===== src/rtl/fpu_pkg.sv =====
// Shared FPU definitions: special-case and rounding-mode encodings, QNaN constant,
// default single-precision field widths and the rounding-increment decision.
package fpu_pkg;

  localparam int unsigned EXP_W_DEF = 8;
  localparam int unsigned MAN_W_DEF = 23;

  localparam logic [31:0] QNAN_SP = 32'h7FC00000;

  typedef enum logic [1:0] {
    SPC_NORMAL = 2'b00,
    SPC_ZERO   = 2'b01,
    SPC_INF    = 2'b10,
    SPC_NAN    = 2'b11
  } special_e;

  typedef enum logic [1:0] {
    RND_RNE = 2'b00,
    RND_RTZ = 2'b01,
    RND_RUP = 2'b10,
    RND_RDN = 2'b11
  } rnd_mode_e;

  // Whether the truncated mantissa must be bumped by one ulp
  function automatic logic round_inc(input logic [1:0] mode, input logic sign,
                                     input logic g, input logic s, input logic lsb);
    logic inc;
    inc = 1'b0;
    case (mode)
      RND_RNE: inc = g & (s | lsb);
      RND_RTZ: inc = 1'b0;
      RND_RUP: inc = (g | s) & ~sign;
      RND_RDN: inc = (g | s) & sign;
      default: inc = 1'b0;
    endcase
    return inc;
  endfunction

endpackage


===== src/rtl/fpu_sync_fifo.sv =====
// Synchronous result FIFO shared by the FPU result paths; a push into a full
// FIFO without a same-cycle pop is dropped and latches a sticky overflow flag.
module fpu_sync_fifo #(
  parameter int unsigned WIDTH = 8,
  parameter int unsigned DEPTH = 4
) (
  input  logic                       clk,
  input  logic                       rst,
  input  logic                       i_push,
  input  logic [WIDTH-1:0]           i_din,
  input  logic                       i_pop,
  output logic [WIDTH-1:0]           o_dout,
  output logic                       o_valid,
  output logic [$clog2(DEPTH):0]     o_count,
  output logic                       o_overflow
);

  localparam int unsigned AW = $clog2(DEPTH);
  localparam int unsigned CW = AW + 1;

  logic [WIDTH-1:0] r_mem [DEPTH];
  logic [AW-1:0]    r_wr_ptr;
  logic [AW-1:0]    r_rd_ptr;
  logic [CW-1:0]    r_count;
  logic             r_valid;
  logic             r_overflow;

  logic             w_full;
  logic             w_pop;
  logic             w_push;
  logic             w_drop;
  logic [CW-1:0]    w_count_nx;

  // A pop frees the head slot, so a push into a full FIFO still lands that cycle
  assign w_full     = (r_count == CW'(DEPTH));
  assign w_pop      = i_pop & r_valid;
  assign w_push     = i_push & (~w_full | w_pop);
  assign w_drop     = i_push & w_full & ~w_pop;
  assign w_count_nx = r_count + CW'(w_push) - CW'(w_pop);

  always_ff @(posedge clk or negedge rst) begin
    if (!rst) begin
      for (int unsigned i = 0; i < DEPTH; i++) r_mem[i] <= '0;
      r_wr_ptr   <= '0;
      r_rd_ptr   <= '0;
      r_count    <= '0;
      r_valid    <= 1'b0;
      r_overflow <= 1'b0;
    end else begin
      if (w_push) begin
        r_mem[r_wr_ptr] <= i_din;
        r_wr_ptr        <= r_wr_ptr + AW'(1);
      end
      if (w_pop) r_rd_ptr <= r_rd_ptr + AW'(1);
      r_count    <= w_count_nx;
      r_valid    <= (w_count_nx != '0);
      r_overflow <= r_overflow | w_drop;
    end
  end

  assign o_dout     = r_mem[r_rd_ptr];
  assign o_valid    = r_valid;
  assign o_count    = r_count;
  assign o_overflow = r_overflow;

endmodule


===== src/rtl/sqrt_round_pack.sv =====
// Square-root post-processing: rounds the fixed-point root to IEEE format, packs
// it with special cases and queues it in an output FIFO that absorbs backpressure.
module sqrt_round_pack
  import fpu_pkg::*;
#(
  parameter int unsigned EXP_W  = EXP_W_DEF,
  parameter int unsigned MAN_W  = MAN_W_DEF,
  parameter int unsigned ROOT_W = MAN_W + 3,
  parameter int unsigned DEPTH  = 4
) (
  input  logic                       clk,
  input  logic                       rst,
  input  logic                       in_valid,
  input  logic [ROOT_W-1:0]          root,
  input  logic                       sticky,
  input  logic                       sign_in,
  input  logic [EXP_W-1:0]           exp_in,
  input  logic [1:0]                 special,
  input  logic                       invalid_in,
  input  logic [1:0]                 rnd_mode,
  output logic                       out_valid,
  input  logic                       out_ready,
  output logic [EXP_W+MAN_W:0]       result,
  output logic                       inexact,
  output logic                       invalid,
  output logic                       overflow,
  output logic [$clog2(DEPTH):0]     count
);

  localparam int unsigned RES_W = 1 + EXP_W + MAN_W;
  localparam int unsigned ENT_W = RES_W + 2;
  localparam int unsigned CNT_W = $clog2(DEPTH) + 1;

  localparam logic [RES_W-1:0] QNAN = (RES_W == 32) ? RES_W'(QNAN_SP)
                                    : {1'b0, {EXP_W{1'b1}}, 1'b1, {(MAN_W-1){1'b0}}};
  localparam logic [RES_W-1:0] PINF = {1'b0, {EXP_W{1'b1}}, {MAN_W{1'b0}}};

  logic [MAN_W-1:0]  w_m;
  logic              w_g;
  logic              w_s;
  logic              w_inc;
  logic [MAN_W:0]    w_sum;
  logic [EXP_W:0]    w_exp;
  logic              w_exp_ovf;
  logic [RES_W-1:0]  w_res;
  logic              w_inx;

  logic              r_s1_valid;
  logic [ENT_W-1:0]  r_s1_data;

  logic [ENT_W-1:0]  w_head;
  logic [CNT_W-1:0]  w_count;

  // Normal results are always positive, so directed modes see sign 0
  assign w_m       = root[ROOT_W-2:2];
  assign w_g       = root[1];
  assign w_s       = root[0] | sticky;
  assign w_inc     = round_inc(rnd_mode, 1'b0, w_g, w_s, w_m[0]);
  assign w_sum     = {1'b0, w_m} + (MAN_W+1)'(w_inc);
  assign w_exp     = {1'b0, exp_in} + (EXP_W+1)'(w_sum[MAN_W]);
  assign w_exp_ovf = (w_exp >= (EXP_W+1)'({EXP_W{1'b1}}));

  always_comb begin
    w_res = '0;
    w_inx = 1'b0;
    case (special)
      SPC_ZERO: w_res = {sign_in, {(RES_W-1){1'b0}}};
      SPC_INF:  w_res = PINF;
      SPC_NAN:  w_res = QNAN;
      default: begin
        if (w_exp_ovf) begin
          w_res = PINF;
          w_inx = 1'b1;
        end else begin
          w_res = {1'b0, w_exp[EXP_W-1:0], w_sum[MAN_W-1:0]};
          w_inx = w_g | w_s;
        end
      end
    endcase
  end

  // Stage 1: capture the rounded entry on the core's done pulse
  always_ff @(posedge clk or negedge rst) begin
    if (!rst) begin
      r_s1_valid <= 1'b0;
      r_s1_data  <= '0;
    end else begin
      r_s1_valid <= in_valid;
      if (in_valid) r_s1_data <= {w_res, w_inx, invalid_in};
    end
  end

  fpu_sync_fifo #(
    .WIDTH (ENT_W),
    .DEPTH (DEPTH)
  ) u_fifo (
    .clk        (clk),
    .rst        (rst),
    .i_push     (r_s1_valid),
    .i_din      (r_s1_data),
    .i_pop      (out_ready),
    .o_dout     (w_head),
    .o_valid    (out_valid),
    .o_count    (w_count),
    .o_overflow (overflow)
  );

  assign result  = w_head[ENT_W-1:2];
  assign inexact = w_head[1];
  assign invalid = w_head[0];
  assign count   = w_count;

endmodule


===== config.mk =====
export PLATFORM = sky130hd
export DESIGN_NAME = sqrt_round_pack
export DESIGN_NICKNAME = d
export VERILOG_FILES = /design/src/rtl/fpu_pkg.sv /design/src/rtl/fpu_sync_fifo.sv /design/src/rtl/sqrt_round_pack.sv
export SDC_FILE = /design/constraint.sdc
export NUM_CORES = 1
export LEC_CHECK = 0
export ABC_CLOCK_PERIOD_IN_PS = 5040
export CAP_MARGIN = 20
export CORE_MARGIN = 10
export CORE_UTILIZATION = 45
export CTS_BUF_LIST = sky130_fd_sc_hd__clkbuf_16
export DETAILED_ROUTE_END_ITERATION = 7
export DONT_BUFFER_PORTS = 1
export GPL_ROUTABILITY_DRIVEN = 0
export PLACE_DENSITY = 0.65
export RECOVER_POWER = 100
export SYNTH_ARGS = -nofsm -noshare
export SYNTH_HDL_FRONTEND = slang
export SYNTH_SLANG_ARGS = --single-unit

===== constraint.sdc =====
create_clock -name clk -period 5.04 [get_ports clk]
set_clock_uncertainty 0.2 [all_clocks]
set_input_delay 1.512 -clock clk [delete_from_list [all_inputs] [get_ports clk]]
set_output_delay 1.512 -clock clk [all_outputs]
set_load 0.03 [all_outputs]

==> results of run 1 <==
sequential cells by signal (all words and copies together) (netlist names):
register / flops
u_fifo.r_mem: 136
r_s1_data: 34
u_fifo.o_count: 3
u_fifo.r_rd_ptr: 2
u_fifo.r_wr_ptr: 2
r_s1_valid: 1
u_fifo.o_overflow: 1
u_fifo.o_valid: 1
report_power, final:
part	internal, mW	switching (mW)
clock network	0.686	0.567
registers	2.02	0.403
logic	0.673	1.16
layout make-up:
cell class              instances  area (sq um)  area share (%)
flip-flops and latches        180          4500            50.8
multi-input cells             471          3210            36.2
clock buffers                  17           425            4.80
well taps                     229           287            3.23
inverters                      46           173            1.95
clock inverters                15           135            1.52
repair buffers                 17           134            1.51
tightest hold or removal path, delay by kind of cell (launching register included):
family | cells | cell delay (ns)
compound gates | 1 | 0.06
flops | 1 | 0.34
simple gates | 1 | 0.04
layer usage:
metal / part of all wire, % / GRT usage (%) / vias up
met3: 8.4 / 5.71 / 21
met4: 1.2 / 4.81 / 0
met5: 0 / 0 / -
li1: - / - / 2555
met1: 43 / 20.3 / 2731
met2: 47 / 24.8 / 145
cell families after synthesis:
kind of cell,after synthesis,share of synthesized area (%)
simple gates,204,10.8
flops,180,54.9
compound gates,177,13.4
buf+inv,91,4.62
mux,49,11.4
xor+xnor,30,3.20
fa+ha+maj,11,1.77
per-stage QoR:
| step | TNS (ns) | util [%] |
|---|---|---|
| floorplan | 0 | - |
| global placement | -0.613 | 47.3 |
| detailed placement | -1.96 | 47.3 |
| CTS | 0 | 50.5 |
| global route | 0 | 49.4 |
| finish | 0 | 49.4 |
worst max-delay path by stage:
stage	slack, ns	start	cells after the start	endpoint
2_1_floorplan	0.65	sticky	15	r_s1_data[10]
3_5_place_dp	-0.1	sticky	16	r_s1_data[10]
6_report	0.23	u_fifo.r_rd_ptr[1]	2	result[11]
3_3_place_gp	-0.03	sticky	16	r_s1_data[11]
4_1_cts	0.33	sticky	16	r_s1_data[10]
5_1_grt	0.03	sticky	16	r_s1_data[12]
placed cells by master, fill, tap and decap left out, types with 11 or more instances in the layout:
master and n:
nor2_1 15, inv_1 47, o22ai_1 19, clkbuf_16 17, o21ai_1 19, xnor2_1 20
o21ai_0 122, nand3_1 11, mux2_1 12, mux4_2 34, dfrtp_1 180, nand2_1 144
==> metrics, run 1 <==
row cnt 49; Max Clk Rate 208 MHz; synth warn 0; post-DR wirelength/cell 19.2 um; hold path depth 2; placed cells 943; initial antenna violation count 0; Die Area 0.0240 sq mm; R2R Path End u_fifo.r_mem[33]; final setup margin 0.235 ns; via density per instance 5.59; clk_lat worst skew 0.43 ns; crit path kind reg2out; Main synth FF type dfrtp_1; worst reg2reg path depth 5; clock-pin slew on the worst setup and hold paths 0.07 ns; vias 5452; Routed Antenna Nets 0; I/O pin cnt 84; cts repair resizes 0; async set or reset register ratio after synthesis 100%; max cap viols 1; Critical Path Fanout Max 20; CP top delay family buffers and inverters; Slew Limit Fails 21; DIE HEIGHT 155 um; count of buffers from port buffering 0; total power 5.50 mW; Yosys top cell area share 54.9%; final-stage net count 789; largest net degree at the start of global routing 181; slowest CP cell clkbuf_1; fin cells 975; pre-CTS setup slack -0.0966 ns; Post-Syn Area per Cell 11.1 sq um; VDD IR max 0.348 mV; Crit. End Element output pin; CTS buffer count 17; Final Setup Violations 0; RSZ-0062 raised after global routing false; CP cell instances clkbuf_1, mux4_2; synth unique cells 49; Synth Register Bits 180; max_slew headroom -1.30%; Lkg Pwr 3.85 nW; most common cell in the netlist dfrtp_1; diode count 0; hold_ws 0.277 ns; status finished, violations left; Initial DRC Count 343; period utilization 95.3%; setup fix buffers added after clock tree synthesis 0; CP Buf/Inv Count 1; GRT Util Overall 15.9%; synthesized area 0.00821 sq mm; vias in the first global route 5662; top post-synthesis cells by area dfrtp_1 (55%), mux4_2 (9.3%), o21ai_1 (8.4%), nand2_1 (6.6%), o22ai_2 (3.0%); Area growth syn-to-layout 8.06%; cts hold-fix bufs 0; WP data required 3.33 ns; Synth Instances 742; Post-Syn Nets 798; Root Driver clkbuf_16; die width 155 um; final hold vios 0; Worst Tran Pin Value 1.52 ns; fraction of layout cells with a size suffix above 1 11.3%; CTS tree done; slowest cell delay on critical path 1.17 ns; Placement Cell Area 0.00850 sq mm; Post-DP HPWL 12.6 mm; WL final 18.8 mm; FILL cells 1625; Startpoint Class flop; Synth top cells by count dfrtp_1 (180), nand2_1 (144), o21ai_1 (137); min Tclk post-route 4.81 ns; Worst Hold Path EP u_fifo.r_mem[89]; initial core utilization 45.7%; CTS Buffer Depth 2; drt first pass iters 4; first-pass GRT wire length 30.2 mm; Post-synth EDFFs 0; Core Region 0.0180 sq mm; Power Dens Cells 620 mW/mm^2; min-delay src u_fifo.r_mem[89]; final instance area 0.00887 sq mm; Post-route DRC 0; GRT overflow 0; arrival time worst endpoint 3.09 ns; R2R Path Start u_fifo.o_valid; CTS Sinks 180; FF-to-FF setup slack 1.16 ns; HP Class reg2reg; H-Tree Depth 4; largest area contributor in the netlist dfrtp_1; failing checks capacitance limit, slew limit; post-synthesis sequential area ratio 54.9%
Power figures use the tool's default switching activity.
==> run 2: changes to the inputs <==
- CORE_UTILIZATION: 45 -> 50
- PLACE_DENSITY: 0.65 -> 0.7
==> run 2 against run 1 <==
  * The run now ends clean
  * Critical path depth up 14
  * Register-to-register slack better by 0.18 ns
  * Clock power down 6%
  * Final cell count down 1.3%
  * Non-clock buffer count up 1
  * Critical endpoint is now r_s1_data[20]
  * Highest routed layer unchanged
==> metrics, run 2 (synthesized netlist as in run 1, its figures left out) <==
Crit. End Element flop; Power Dens Cells 617 mW/mm^2 (-0.58%); count of buffers from port buffering 0 (unchanged); via density per instance 5.73 (+2.5%); final-stage net count 790 (+0.13%); Final Setup Violations 0 (unchanged); DIE HEIGHT 148 um (-4.5%); RSZ-0062 raised after global routing false; I/O pin cnt 84 (unchanged); initial core utilization 51.3% (+5.6 points); Lkg Pwr 3.82 nW (-0.63%); max_slew headroom 7.47% (+8.8 points); Max Clk Rate 217 MHz (+4.1%); H-Tree Depth 4 (unchanged); Area growth syn-to-layout 7.32%; first-pass GRT wire length 29.8 mm (-1.1%); min Tclk post-route 4.61 ns (-0.191 ns); Slew Limit Fails 0 (-100%); CTS buffer count 17 (unchanged); Post-DP HPWL 12.6 mm (-0.50%); max reg flops 136 (unchanged); clk_lat worst skew 0.43 ns (about the same); slowest CP cell nor4bb_1; post-DR wirelength/cell 19.3 um (+0.39%); met1 wire length 7.75 mm (-4.3%); max cap viols 0 (-1); HP Class reg2reg; commonest non-fill, non-tap cells in the layout dfrtp_1 (180), nand2_1 (144), o21ai_0 (123); Root Driver clkbuf_16; routed wl met3 1.78 mm (+13%); Critical Path Fanout Max 5 (-75%); most used cell, CP nor3_1; Initial DRC Count 355 (+3.5%); GRT overflow 0 (unchanged); final instance area 0.00881 sq mm (-0.69%); WP data required 5.14 ns (+1.81 ns); CTS Buffer Depth 2 (unchanged); Placement Cell Area 0.00848 sq mm (-0.25%); period utilization 91.5% (-3.8 points); vias 5513 (+1.1%); crit path kind in2reg; vias in the first global route 5674 (+0.21%); final hold vios 0 (unchanged); CTS Sinks 180 (unchanged); setup TNS 0 ns (unchanged); arrival time worst endpoint 4.72 ns (+1.63 ns); status complete, no violations; row cnt 46 (-6.1%); clock-pin slew on the worst setup and hold paths 0.06 ns (about the same); largest net degree at the start of global routing 181 (unchanged); die width 148 um (-4.5%); GRT Util Overall 17.3% (+1.4 points); WL final 18.6 mm (-0.95%); cts hold-fix bufs 0 (unchanged); diode count 0 (unchanged); VDD IR max 0.467 mV (+34%); Post-route DRC 0 (unchanged); CP cell instances or2_2, nor3_1, nor3_1, ha_1, nand4_1, nor2_1, nand4_1, nor3_1, clkbuf_1, ha_1, nor4bb_1, nor3_2, a211oi_2, a211o_4, buf_4, o22ai_1; Core Region 0.0160 sq mm (-11%); Worst Tran Pin Value 1.38 ns (-0.135 ns); Top reg by flops u_fifo.r_mem; cts repair resizes 0 (unchanged); most common cell after layout, fill and taps aside dfrtp_1; Die Area 0.0219 sq mm (-8.7%); initial antenna violation count 0 (unchanged); Top Metal Used met4; slowest cell delay on critical path 0.37 ns (-0.80 ns); setup fix buffers added after clock tree synthesis 0 (unchanged); Startpoint Class primary input; DR WL met2 8.88 mm (+0.28%); Routed Antenna Nets 0 (unchanged); drt first pass iters 5 (+1); CTS tree done; fraction of layout cells with a size suffix above 1 11.3% (unchanged)
-- run 2: final timing paths --
check / startpoint / to / slack, ns / cells past startpoint
max: sticky / r_s1_data[20] / 0.43 / 16
min: u_fifo.r_mem[23] / u_fifo.r_mem[23] / 0.28 / 2
max reg2reg: u_fifo.o_valid / u_fifo.r_mem[102] / 1.34 / 5
min reg2reg: u_fifo.r_mem[23] / u_fifo.r_mem[23] / 0.28 / 2
max in group asynchronous: rst / u_fifo.r_wr_ptr[1] / 3.86 / 0
min in group asynchronous: rst / u_fifo.r_mem[112] / 0.57 / 0
-- run 2: power by group --
part	total, mW	internal (mW)	switching (mW)
Sequential	2.39	2.02	0.377
Clock	1.17	0.622	0.550
Combinational	1.87	0.671	1.20
-- run 2: worst max-delay path: cells and delay by family --
family	cells	cell delay (ns)
AO/OA/AOI/OAI	3	0.66
adder cells (fa/ha/maj)	2	0.54
buffers and inverters	2	0.44
AND/OR/NAND/NOR	9	1.56
-- run 2: layout make-up --
class / count / area (sq um)
fillers: 1418 / 7190
clock buffers: 17 / 425
well taps: 216 / 270
inverters: 46 / 173
repair buffers: 18 / 133
clock inverters: 14 / 91.3
multi-input cells: 471 / 3210
flip-flops and latches: 180 / 4500
-- run 2: metal layers --
| layer | GRT usage (%) | vias up |
|---|---|---|
| met5 | 0 | - |
| met4 | 4.86 | 0 |
| met3 | 7.25 | 19 |
| met2 | 27.4 | 143 |
| met1 | 21.3 | 2803 |
| li1 | - | 2548 |
-- run 2: through the flow --
stage	util (%)	std cells	total power [mW]	setup WS, ns	hold slack (ns)
final	55.1	962	5.43	0.426	0.278
after global routing	55.1	962	5.77	0.200	0.294
after CTS	56.2	962	5.61	0.637	0.285
after detailed placement	53.0	931	4.44	0.211	0.271
after global placement	53.0	931	4.31	0.275	0.262
after floorplan	-	742	3.96	0.654	0.250
==> run 3: changes to the inputs <==
- GPL_ROUTABILITY_DRIVEN: 0 -> default
- TNS_END_PERCENT: default -> 50
==> results of run 3 <==
The final DEF is identical to that of run 2; final timing and power are the same.
